===== src/rtl/sirv_jtag_master.sv =====
// JTAG initiator: turns 1..32-bit shift commands into TCK/TMS/TDI waveforms and returns captured TDO.
// Optional TRST pulse support is enabled by defining SIRV_JTAG_MASTER_TRST_EN.
module sirv_jtag_master #(
    parameter int unsigned HALF_DIV = 4
) (
    input  logic        clock,
    input  logic        reset,
    input  logic        io_cmd_valid,
    output logic        io_cmd_ready,
    input  logic [4:0]  io_cmd_bits_len,
    input  logic [31:0] io_cmd_bits_tms,
    input  logic [31:0] io_cmd_bits_tdi,
`ifdef SIRV_JTAG_MASTER_TRST_EN
    input  logic        io_cmd_bits_trst,
    output logic        io_jtag_TRST,
`endif
    output logic        io_rsp_valid,
    input  logic        io_rsp_ready,
    output logic [31:0] io_rsp_bits_tdo,
    output logic        io_jtag_TCK,
    output logic        io_jtag_TMS,
    output logic        io_jtag_TDI,
    input  logic        io_jtag_TDO
);

    typedef enum logic [2:0] {
        ST_IDLE = 3'd0,
        ST_LOW  = 3'd1,
        ST_HIGH = 3'd2,
        ST_RESP = 3'd3,
        ST_TRST = 3'd4
    } state_t;

    localparam logic [7:0] CNT_RELOAD = 8'(HALF_DIV - 1);

    state_t      state_reg, state_next;
    logic [7:0]  cnt_reg, cnt_next;
    logic [4:0]  idx_reg, idx_next;
    logic [4:0]  len_reg, len_next;
    logic [31:0] tms_sh_reg, tms_sh_next;
    logic [31:0] tdi_sh_reg, tdi_sh_next;
    logic [31:0] tdo_reg, tdo_next;
    logic        tms_reg, tms_next;
    logic        tdi_reg, tdi_next;

    logic        cmd_fire;
    logic        timer_done;
    logic        last_bit;
    logic        capture;
    logic        half_reload;
    logic        trst_req;
    logic [4:0]  idx_inc;

`ifdef SIRV_JTAG_MASTER_TRST_EN
    logic [2:0]  trst_cnt_reg, trst_cnt_next;
    assign trst_req = io_cmd_bits_trst;
`else
    assign trst_req = 1'b0;
`endif

    assign cmd_fire   = io_cmd_valid && (state_reg == ST_IDLE);
    assign timer_done = (cnt_reg == 8'd0);
    assign last_bit   = (idx_reg == len_reg);
    assign capture    = (state_reg == ST_LOW) && timer_done;
    assign idx_inc    = idx_reg + 5'd1;

    // State and datapath registers
    always_ff @(posedge clock or posedge reset) begin
        if (reset) begin
            state_reg  <= ST_IDLE;
            cnt_reg    <= CNT_RELOAD;
            idx_reg    <= 5'd0;
            len_reg    <= 5'd0;
            tms_sh_reg <= 32'd0;
            tdi_sh_reg <= 32'd0;
            tdo_reg    <= 32'd0;
            tms_reg    <= 1'b1;
            tdi_reg    <= 1'b0;
`ifdef SIRV_JTAG_MASTER_TRST_EN
            trst_cnt_reg <= 3'd0;
`endif
        end else begin
            state_reg  <= state_next;
            cnt_reg    <= cnt_next;
            idx_reg    <= idx_next;
            len_reg    <= len_next;
            tms_sh_reg <= tms_sh_next;
            tdi_sh_reg <= tdi_sh_next;
            tdo_reg    <= tdo_next;
            tms_reg    <= tms_next;
            tdi_reg    <= tdi_next;
`ifdef SIRV_JTAG_MASTER_TRST_EN
            trst_cnt_reg <= trst_cnt_next;
`endif
        end
    end

    // Next-state logic
    always_comb begin
        state_next = state_reg;
        case (state_reg)
            ST_IDLE: if (cmd_fire) state_next = trst_req ? ST_TRST : ST_LOW;
`ifdef SIRV_JTAG_MASTER_TRST_EN
            ST_TRST: if (timer_done && (trst_cnt_reg == 3'd7)) state_next = ST_LOW;
`endif
            ST_LOW:  if (timer_done) state_next = ST_HIGH;
            ST_HIGH: if (timer_done) state_next = last_bit ? ST_RESP : ST_LOW;
            ST_RESP: if (io_rsp_ready) state_next = ST_IDLE;
            default: state_next = ST_IDLE;
        endcase
    end

    // TRST spans eight half-periods, so the half-period timer also reloads inside it
    assign half_reload = (state_next != state_reg) || ((state_reg == ST_TRST) && timer_done);

    always_comb begin
        cnt_next    = half_reload ? CNT_RELOAD : (timer_done ? cnt_reg : cnt_reg - 8'd1);
        idx_next    = idx_reg;
        len_next    = len_reg;
        tms_sh_next = tms_sh_reg;
        tdi_sh_next = tdi_sh_reg;
        tms_next    = tms_reg;
        tdi_next    = tdi_reg;
        if (cmd_fire) begin
            len_next    = io_cmd_bits_len;
            tms_sh_next = io_cmd_bits_tms;
            tdi_sh_next = io_cmd_bits_tdi;
            idx_next    = 5'd0;
            if (!trst_req) begin
                tms_next = io_cmd_bits_tms[0];
                tdi_next = io_cmd_bits_tdi[0];
            end
        end
        if ((state_reg == ST_TRST) && (state_next == ST_LOW)) begin
            tms_next = tms_sh_reg[0];
            tdi_next = tdi_sh_reg[0];
        end
        // TMS/TDI change on the same edge that drops TCK
        if ((state_reg == ST_HIGH) && (state_next == ST_LOW)) begin
            idx_next = idx_inc;
            tms_next = tms_sh_reg[idx_inc];
            tdi_next = tdi_sh_reg[idx_inc];
        end
    end

`ifdef SIRV_JTAG_MASTER_TRST_EN
    always_comb begin
        trst_cnt_next = trst_cnt_reg;
        if (cmd_fire)
            trst_cnt_next = 3'd0;
        else if ((state_reg == ST_TRST) && timer_done)
            trst_cnt_next = trst_cnt_reg + 3'd1;
    end
`endif

    // TDO is sampled directly on the TCK rising edge; a new command clears the whole word
    for (genvar gi = 0; gi < 32; gi++) begin : g_tdo
        assign tdo_next[gi] = cmd_fire ? 1'b0 :
                              (capture && (idx_reg == 5'(gi))) ? io_jtag_TDO : tdo_reg[gi];
    end

    // Output decode
    always_comb begin
        io_cmd_ready    = (state_reg == ST_IDLE);
        io_rsp_valid    = (state_reg == ST_RESP);
        io_jtag_TCK     = (state_reg == ST_HIGH);
        io_jtag_TMS     = tms_reg;
        io_jtag_TDI     = tdi_reg;
        io_rsp_bits_tdo = tdo_reg;
`ifdef SIRV_JTAG_MASTER_TRST_EN
        io_jtag_TRST    = (state_reg == ST_TRST);
`endif
    end

endmodule


===== config.mk =====
export PLATFORM = sky130hd
export DESIGN_NAME = sirv_jtag_master
export DESIGN_NICKNAME = d
export VERILOG_FILES = /design/src/rtl/sirv_jtag_master.sv
export SDC_FILE = /design/constraint.sdc
export NUM_CORES = 1
export LEC_CHECK = 0
export BUFFER_PORTS_ARGS = -buffer_cell sky130_fd_sc_hd__buf_2
export CAP_MARGIN = 25
export CORE_MARGIN = 5
export CORE_UTILIZATION = 50
export DETAILED_ROUTE_END_ITERATION = 7
export PLACE_DENSITY = 0.74
export SLEW_MARGIN = 0
export SYNTH_ARGS = -nofsm -noshare
export SYNTH_HDL_FRONTEND = slang
export SYNTH_SLANG_ARGS = --single-unit

===== constraint.sdc =====
create_clock -name clock -period 4.6 [get_ports clock]
set_input_delay 1.38 -clock clock [delete_from_list [all_inputs] [get_ports clock]]
set_output_delay 1.38 -clock clock [all_outputs]
set_load 0.05 [all_outputs]

==> results of run 1 <==
## layout by cell type, fill, tap and decap left out, drive strengths merged, types with 16 or more instances in the layout
| cell | count |
|---|---|
| a21oi | 39 |
| buf | 113 |
| clkbuf | 19 |
| dfrtp | 116 |
| mux2i | 31 |
| nand2 | 226 |
| nand3 | 27 |
| nand4 | 16 |
| nor2 | 19 |
| o21ai | 36 |
## path summary, 6_finish.rpt
check	from	depth (start not counted)	to	slack, ns
min	tms_sh_reg[20]	2	tms_sh_reg[20]	0.47
max reg2reg	cnt_reg[0]	8	io_rsp_bits_tdo[1]	1.70
min in group asynchronous	reset	2	io_rsp_bits_tdo[31]	1.06
max	state_reg[1]	4	io_jtag_TCK	1.43
max in group asynchronous	reset	3	tdi_sh_reg[24]	2.76
min reg2reg	tms_sh_reg[20]	2	tms_sh_reg[20]	0.47
## routing by layer
metal,vias up,track usage (%),part of all wire (%)
li1,2352,-,-
met3,33,5.04,6.3
met1,2280,28.5,43
met4,0,9.40,2.2
met2,176,34.2,49
met5,-,0,0
## logic make-up (layout without fill, tap and decap cells)
logic type                 Yosys count  in the layout  share of synthesized area, %
buffers and inverters               49            155                          3.31
AOI/OAI and AO/OA                  100            100                          9.85
DFF                                119            119                          52.3
xor gates and xnor gates            10             10                          1.54
other                                1              1                        0.0657
and+or+nand+nor                    323            323                          24.8
muxes                               35             35                          6.62
adders and majority gates            7              7                          1.54
## power by group through the flow
| stage | Clock (W) | Combinational (W) | Sequential, W |
|---|---|---|---|
| 5_1_grt | 0.00141 | 0.000462 | 0.00132 |
| 3_5_place_dp | 0 | 0.000400 | 0.00132 |
| 2_1_floorplan | 0 | 0.000284 | 0.00131 |
| 3_3_place_gp | 0 | 0.000386 | 0.00131 |
| 4_1_cts | 0.00136 | 0.000406 | 0.00130 |
| 6_report | 0.00134 | 0.000401 | 0.00130 |
## tightest hold or removal path: stages, from the launching register on
cell,delay (ns)
dfrtp_1,0.33
nand2_1,0.05
nand2_1,0.05
## through the flow
stage	util, %	worst slack (ns)	instance area (um2)	total power, W
4_1_cts	61.3	1.42	6930	0.00306
2_1_floorplan	-	0.0675	5710	0.00159
3_5_place_dp	55.9	1.69	6330	0.00172
5_1_grt	61.3	1.35	6930	0.00319
6_report	61.3	1.43	6930	0.00304
3_3_place_gp	55.9	1.74	6330	0.00170
## layout make-up
class / count / area (um2)
multi-input cells: 476 / 2540
fillers: 991 / 4390
repair buffers: 113 / 586
clock inverters: 13 / 153
flip-flops and latches: 119 / 2980
inverters: 10 / 40.0
well taps: 143 / 179
clock buffers: 19 / 453
==> results.py, run 1 <==
metrics = {
    "sta": {
        "slew_headroom_pct": 34.2,
        "hold_violations": 0,
        "rsz0062_at_grt": "no",
        "finalSetupViolations": 0,
        "timing.fmax_mhz": 315,
        "final_max_slew_viol_count": 0,
        "fin_hold_ws_ns": 0.469,
        "period_needed_ns": 3.17,
        "tightest_slew_ns": 0.987,
        "fin_crit_sh_pct": 69.0,
        "fin_skew_ns": 0.00504,
        "setup_tns_ns": 0,
    },
    "yosys": {
        "ys_async_sr_fraction_pct": 100,
        "synth.top_cells.by_count": "226 x nand2_1, 116 x dfrtp_1, 39 x a21oi_1",
        "synth.distinct_cells": 43,
        "ys.warnings.count": 0,
        "synth_largest_area_cell": "dfrtp_1",
        "synthTopCellsByArea": "dfrtp_1 51%, nand2_1 15%, mux2i_1 5.4%",
        "syn_inst": 644,
        "syn-cell-area_um2": 5710,
        "synth_nets": 725,
        "synth_seq_cells": 119,
        "synth-edff-count": 0,
        "synth_most_common_cell": "nand2_1",
        "ys_seq_area_share_pct": 52.3,
        "synthFlopType": "dfrtp_1",
        "synth_top_area_share_pct": 50.9,
        "avgSynthCellArea_um2": 8.86,
    },
    "pwr": {
        "p_seq_share_pct": 42.8,
        "power-per-cell-area_nw_per_um2": 439,
        "peakVddDrop_mv": 0.248,
        "clkPwrFrac_pct": 44.1,
        "p_sw_w": 0.000801,
        "p_leak_nw": 3.43,
        "intPower_w": 0.00224,
        "p_sw_share_pct": 26.3,
        "power_frac_comb_pct": 13.2,
    },
    "job": {
        "cap_violations": 0,
    },
    "place": {
        "hpwl_um": 9410,
        "dp.cells": 861,
        "gp_congestion": 0.864,
        "io_buffers": 110,
    },
    "cts": {
        "numCtsBuffers": 17,
        "cts_tree": "yes",
        "clk_pin_slew_ns": 0.05,
        "cts_max_level": 4,
        "clk_latency_ns": 0.41,
        "cts_root_buffer": "clkbuf_16",
        "cts_resized": 0,
        "clkSinkCount": 119,
        "cts_setup_buffers": 0,
        "cts_max_path_buffers": 2,
        "cts_hold_buf": 0,
    },
    "setup_path": {
        "crit_path_end_kind": "primary output",
        "criticalPathCategory": "flop to primary output",
        "slowest_delay_ns": 0.54,
        "crit_buf_inv": 3,
        "crit_family": "flip-flops",
        "cp_data_required_time_ns": 3.22,
        "worst_setup_path_start_kind": "flop",
        "slowest_stage": "dfrtp_1",
        "crit_chain": "inv_1, or3_1, inv_1, buf_2",
        "crit_arrival_ns": 1.79,
        "cpMostUsedCell": "inv_1",
        "worst-path-max-fanout": 10,
    },
    "floorplan": {
        "rows": 39,
        "die_h_um": 117,
        "dieArea_um2": 13600,
        "die_w_um": 117,
        "coreArea_um2": 11300,
        "initial_utilization_pct": 50.4,
        "io_pins": 111,
    },
    "grt": {
        "grt_overflow_total": 0,
        "grt_pass1_wl_um": 23200,
        "track_usage_pct": 21.6,
        "grt_max_degree": 103,
        "first_global_vias": 4876,
        "antenna_found_initial": 0,
    },
    "drt": {
        "via_per_inst": 5.42,
        "routedWlPerCell_um": 15.6,
        "vias": 4841,
        "drcViolationCount": 0,
        "wirelength_um": 13900,
        "drtAntennaViolNets": 0,
        "drtPass1Iterations": 6,
        "dr.first_iter.drc_count": 456,
    },
    "cells_and_area": {
        "drive_gt1_share_pct": 21.6,
        "syn_to_final_growth_pct": 21.5,
        "antenna_cells_inserted": 0,
        "stdcell_count": 893,
        "nNetsFinal": 818,
    },
    "hold_path": {
        "hp-class": "flop to flop",
    },
    "status": {
        "run_status": "finished, final reports clean",
    },
}
No activity file was read; power rests on OpenSTA's default activity.
==> inputs of run 2 (changes only) <==
--- a/config.mk
+++ b/config.mk
@@ -8,9 +8,9 @@
 export BUFFER_PORTS_ARGS = -buffer_cell sky130_fd_sc_hd__buf_2
 export CAP_MARGIN = 25
 export CORE_MARGIN = 5
-export CORE_UTILIZATION = 50
+export CORE_UTILIZATION = 55
 export DETAILED_ROUTE_END_ITERATION = 7
-export PLACE_DENSITY = 0.74
+export PLACE_DENSITY = 0.78
 export SLEW_MARGIN = 0
 export SYNTH_ARGS = -nofsm -noshare
 export SYNTH_HDL_FRONTEND = slang
==> constraint.sdc (replaced) <==
create_clock -name clock -period 3.1 [get_ports clock]
set_input_delay 0.93 -clock clock [delete_from_list [all_inputs] [get_ports clock]]
set_output_delay 0.93 -clock clock [all_outputs]
set_load 0.05 [all_outputs]
==> run 2 against run 1 <==
Effect of this change: utilization rose by 6.9 points; count of clock-buffer cells in the layout rose by 5; cell area rose by 0.51%; sequential power rose by 48%; sequential cell count did not move; non-clock buffer count rose by 5; sequential share of layout area fell by 0.22 points; die area fell by 8.3%; largest cell class unchanged; largest power group is now registers.
==> results.py, run 2 (synthesis results as in run 1) <==
metrics = {
    "hold_path": {
        "min_path_cells": 2,
        "hp-class": "flop to flop",
    },
    "cts": {
        "clk_pin_slew_ns": 0.06,
        "clkSinkCount": 119,
        "cts_tree": "yes",
        "cts_max_level": 4,
        "clk_latency_ns": 0.52,
        "cts_setup_buffers": 0,
        "cts_root_buffer": "clkbuf_8",
        "cts_hold_buf": 0,
        "cts_max_path_buffers": 2,
        "numCtsBuffers": 17,
        "cts_resized": 0,
    },
    "drt": {
        "vias": 4935,
        "drcViolationCount": 0,
        "dr.first_iter.drc_count": 317,
        "met1Wirelength_um": 5880,
        "wl_met3_um": 939,
        "drtPass1Iterations": 5,
        "routed.top_layer": "met4",
        "drtAntennaViolNets": 0,
        "via_per_inst": 5.54,
        "wirelength_um": 14200,
        "route.met2.wl_um": 7040,
        "routedWlPerCell_um": 16.0,
    },
    "sta": {
        "setup_tns_ns": 0,
        "rsz0062_at_grt": "no",
        "fin_hold_ws_ns": 0.470,
        "tightest_slew_ns": 0.722,
        "slew_headroom_pct": 51.8,
        "period_needed_ns": 2.93,
        "final_max_slew_viol_count": 0,
        "fin_crit_sh_pct": 94.4,
        "timing.fmax_mhz": 342,
        "fin_skew_ns": 0.00661,
        "hold_violations": 0,
        "finalSetupViolations": 0,
        "fin_ws_ns": 0.174,
    },
    "cells_and_area": {
        "layout_commonest_cell": "nand2_1",
        "drive_gt1_share_pct": 21.9,
        "antenna_cells_inserted": 0,
        "nNetsFinal": 823,
        "syn_to_final_growth_pct": 22.1,
        "postLayoutCellArea_um2": 6970,
        "mostFrequentLayoutCells": "225 x nand2_1, 116 x dfrtp_1, 110 x buf_2, 39 x a21oi_1, 31 x mux2i_1",
        "fillCellCount": 807,
    },
    "setup_path": {
        "rr_worst_depth": 8,
        "crit_arrival_ns": 3.30,
        "worst_setup_path_start_kind": "flop",
        "crit_path_end_kind": "flop",
        "worst-path-max-fanout": 8,
        "cp_data_required_time_ns": 3.47,
        "criticalPathCategory": "flop to flop",
    },
    "pwr": {
        "p_leak_nw": 3.45,
        "power-per-cell-area_nw_per_um2": 627,
        "peakVddDrop_mv": 0.446,
    },
    "job": {
        "cap_violations": 0,
    },
    "floorplan": {
        "coreArea_um2": 10200,
        "die_w_um": 112,
        "rows": 37,
        "dieArea_um2": 12500,
        "die_h_um": 112,
        "initial_utilization_pct": 55.8,
        "io_pins": 111,
    },
    "grt": {
        "grt_pass1_wl_um": 23800,
        "grt_max_degree": 63,
        "first_global_vias": 5038,
        "antenna_found_initial": 0,
        "track_usage_pct": 23.6,
        "grt_overflow_total": 0,
    },
    "place": {
        "pre_cts_ws_ns": 0.215,
        "io_buffers": 110,
        "dpl-instance-area_um2": 6410,
        "hpwl_um": 9720,
        "gp_congestion": 0.836,
    },
    "status": {
        "run_status": "finished, final reports clean",
    },
}
run 2: per-layer routing:
metal / vias up / track usage, %
met5: - / 0
met1: 2351 / 30.6
met3: 32 / 4.84
met2: 185 / 38.0
met4: 0 / 11.2
li1: 2367 / -
run 2: per-stage QoR:
step	cells	utilization, %	total power, W
CTS	891	68.1	0.00439
detailed placement	859	62.6	0.00256
finish	891	68.1	0.00437
global route	891	68.1	0.00459
floorplan	644	-	0.00236
global placement	859	62.6	0.00253
run 2: area by class of cell:
| cell class | instances | area (um2) | share of cell area (%) |
|---|---|---|---|
| Sequential cell | 119 | 2980 | 42.8 |
| Clock buffer | 24 | 490 | 7.04 |
| Tap cell | 136 | 170 | 2.44 |
| Clock inverter | 8 | 70.1 | 1.01 |
| Timing Repair Buffer | 118 | 673 | 9.66 |
| Multi-Input combinational cell | 476 | 2540 | 36.5 |
| Inverter | 10 | 41.3 | 0.592 |
run 2: power breakdown:
part           internal (W)  switching (W)  total, W  leakage [nW]
Clock               0.00116       0.000666   0.00183         0.277
Sequential          0.00179       0.000140   0.00193          1.54
Combinational      0.000247       0.000361  0.000608          1.63
Total               0.00320        0.00117   0.00437          3.45
run 2: final timing paths:
path	from	end	slack, ns
setup / recovery	cnt_reg[0]	io_rsp_bits_tdo[16]	0.17
hold / removal	tdi_sh_reg[9]	tdi_sh_reg[9]	0.47
setup reg to reg	cnt_reg[0]	io_rsp_bits_tdo[16]	0.17
hold reg to reg	tdi_sh_reg[9]	tdi_sh_reg[9]	0.47
max in group asynchronous	reset	io_jtag_TMS	1.84
min in group asynchronous	reset	cnt_reg[5]	0.53
run 2: critical path, stage by stage (launching register included):
cell	delay, ns
dfstp_2	0.37
inv_1	0.09
ha_1	0.25
or4b_4	0.52
or2_1	0.32
or3_4	0.44
or3_1	0.47
o21ai_1	0.23
a21oi_1	0.10
==> inputs of run 3 (changes only) <==
--- a/config.mk
+++ b/config.mk
@@ -8,9 +8,9 @@
 export BUFFER_PORTS_ARGS = -buffer_cell sky130_fd_sc_hd__buf_2
 export CAP_MARGIN = 25
 export CORE_MARGIN = 5
-export CORE_UTILIZATION = 55
+export CORE_UTILIZATION = 59
 export DETAILED_ROUTE_END_ITERATION = 7
-export PLACE_DENSITY = 0.78
+export PLACE_DENSITY = 0.82
 export SLEW_MARGIN = 0
 export SYNTH_ARGS = -nofsm -noshare
 export SYNTH_HDL_FRONTEND = slang
==> constraint.sdc (replaced) <==
create_clock -name clock -period 3.7 [get_ports clock]
set_input_delay 1.11 -clock clock [delete_from_list [all_inputs] [get_ports clock]]
set_output_delay 1.11 -clock clock [all_outputs]
set_load 0.02 [all_outputs]
==> run 3 against run 2 <==
Effect of this change: die area decreased by 6.2%; utilization up 5.9 points; power is 16% lower; highest routed layer unchanged; critical path type is now flop to primary output; clock power is 15% lower; global-route usage rose by 2.5 points; cell area shrank 0.95%; via count increased by 1.0%.
==> results.py, run 3 (synthesis results as in run 1) <==
metrics = {
    "cts": {
        "numCtsBuffers": 17,
        "clk_pin_slew_ns": 0.06,
        "cts_max_path_buffers": 2,
        "cts_max_level": 4,
        "cts_tree": "yes",
        "cts_hold_buf": 0,
        "cts_resized": 0,
        "cts_root_buffer": "clkbuf_8",
        "cts_setup_buffers": 0,
        "clkSinkCount": 119,
        "clk_latency_ns": 0.52,
    },
    "pwr": {
        "p_sw_share_pct": 26.6,
        "power-per-cell-area_nw_per_um2": 530,
        "p_leak_nw": 3.44,
        "p_seq_share_pct": 44.5,
        "peakVddDrop_mv": 0.382,
        "p_sw_w": 0.000975,
        "power_frac_comb_pct": 13.2,
        "clkPwrFrac_pct": 42.3,
        "intPower_w": 0.00268,
    },
    "place": {
        "io_buffers": 110,
        "dp.cells": 852,
        "hpwl_um": 9550,
        "gp_congestion": 0.831,
    },
    "drt": {
        "dr.first_iter.drc_count": 397,
        "drtAntennaViolNets": 0,
        "via_per_inst": 5.65,
        "routedWlPerCell_um": 16.3,
        "vias": 4986,
        "drcViolationCount": 0,
        "wirelength_um": 14400,
        "drtPass1Iterations": 5,
    },
    "setup_path": {
        "cp_data_required_time_ns": 2.59,
        "rr_worst_depth": 8,
        "crit_path_end_kind": "primary output",
        "crit_arrival_ns": 1.80,
        "reg2reg_to": "io_rsp_bits_tdo[3]",
        "r2r_setup_slack_ns": 0.79,
        "worst_setup_path_start_kind": "flop",
        "r2r-start": "cnt_reg[0]",
        "criticalPathCategory": "flop to primary output",
        "worst-path-max-fanout": 10,
    },
    "grt": {
        "grt_max_degree": 120,
        "antenna_found_initial": 0,
        "first_global_vias": 4952,
        "grt_overflow_total": 0,
        "grt_pass1_wl_um": 23600,
        "track_usage_pct": 26.1,
    },
    "floorplan": {
        "die_w_um": 108,
        "die_h_um": 108,
        "initial_utilization_pct": 61.2,
        "coreArea_um2": 9330,
        "io_pins": 111,
        "dieArea_um2": 11700,
        "rows": 35,
    },
    "cells_and_area": {
        "fillCellCount": 668,
        "layout_commonest_cell": "nand2_1",
        "stdcell_count": 883,
        "antenna_cells_inserted": 0,
        "nNetsFinal": 823,
        "syn_to_final_growth_pct": 21.0,
        "mostFrequentLayoutCells": "225 x nand2_1, 116 x dfrtp_1, 110 x buf_2, 39 x a21oi_1, 31 x mux2i_1",
        "drive_gt1_share_pct": 21.8,
    },
    "sta": {
        "final_max_slew_viol_count": 0,
        "timing.fmax_mhz": 343,
        "tightest_slew_ns": 0.805,
        "fin_skew_ns": 0.00979,
        "period_needed_ns": 2.91,
        "finalSetupViolations": 0,
        "rsz0062_at_grt": "no",
        "setup_tns_ns": 0,
        "hold_violations": 0,
        "fin_crit_sh_pct": 78.7,
        "slew_headroom_pct": 46.2,
    },
    "job": {
        "cap_violations": 0,
    },
    "hold_path": {
        "hp-class": "flop to flop",
        "min_path_cells": 2,
        "hold_end": "tdi_sh_reg[20]",
        "hp-start": "tdi_sh_reg[20]",
    },
    "status": {
        "run_status": "finished, final reports clean",
    },
}
run 3: per-stage QoR:
step	instance area (um2)	total power [W]	utilization, %	worst slack, ns	hold WS [ns]
floorplan	5710	0.00196	-	1.03	0.440
global placement	6350	0.00209	68.1	0.983	0.453
detailed placement	6350	0.00212	68.1	0.851	0.459
CTS	6900	0.00368	74.0	0.780	0.472
global route	6900	0.00383	74.0	0.669	0.491
finish	6900	0.00366	74.0	0.787	0.472
run 3: worst max path at each step:
stage / start / to / slack (ns) / cells after the start
finish: state_reg[1] / io_jtag_TCK / 0.79 / 4
global route: idx_reg[0] / io_jtag_TDI / 0.67 / 8
CTS: state_reg[1] / io_jtag_TCK / 0.78 / 4
detailed placement: cnt_reg[0] / io_rsp_bits_tdo[3] / 0.85 / 8
global placement: cnt_reg[0] / io_rsp_bits_tdo[5] / 0.98 / 8
floorplan: idx_reg[0] / io_jtag_TDI / 1.03 / 11
run 3: power groups by stage:
stage	logic [W]	registers, W	clock network [W]
after global placement	0.000460	0.00163	0
after detailed placement	0.000482	0.00164	0
after global routing	0.000552	0.00165	0.00163
after floorplan	0.000348	0.00161	0
after CTS	0.000488	0.00163	0.00156
final	0.000483	0.00163	0.00155
run 3: final cells by class:
| class | count | area (um2) | area share, % |
|---|---|---|---|
| Clock buffer | 21 | 449 | 6.51 |
| Multi-Input combinational cell | 476 | 2540 | 36.8 |
| Tap cell | 129 | 161 | 2.34 |
| Timing Repair Buffer | 118 | 623 | 9.03 |
| Sequential cell | 119 | 2980 | 43.2 |
| Inverter | 10 | 41.3 | 0.598 |
| Clock inverter | 10 | 104 | 1.50 |
run 3: worst max-delay path, cell delays in order (launching register included):
cell and delay [ns]:
dfrtp_1 0.54, inv_1 0.09, or3_1 0.40, inv_1 0.08, buf_2 0.16
run 3: metal layers:
metal	GRT usage [%]	share of wire [%]
met4	9.29	1.8
met2	43.0	50
met3	7.52	7.0
met1	33.0	41
met5	0	0
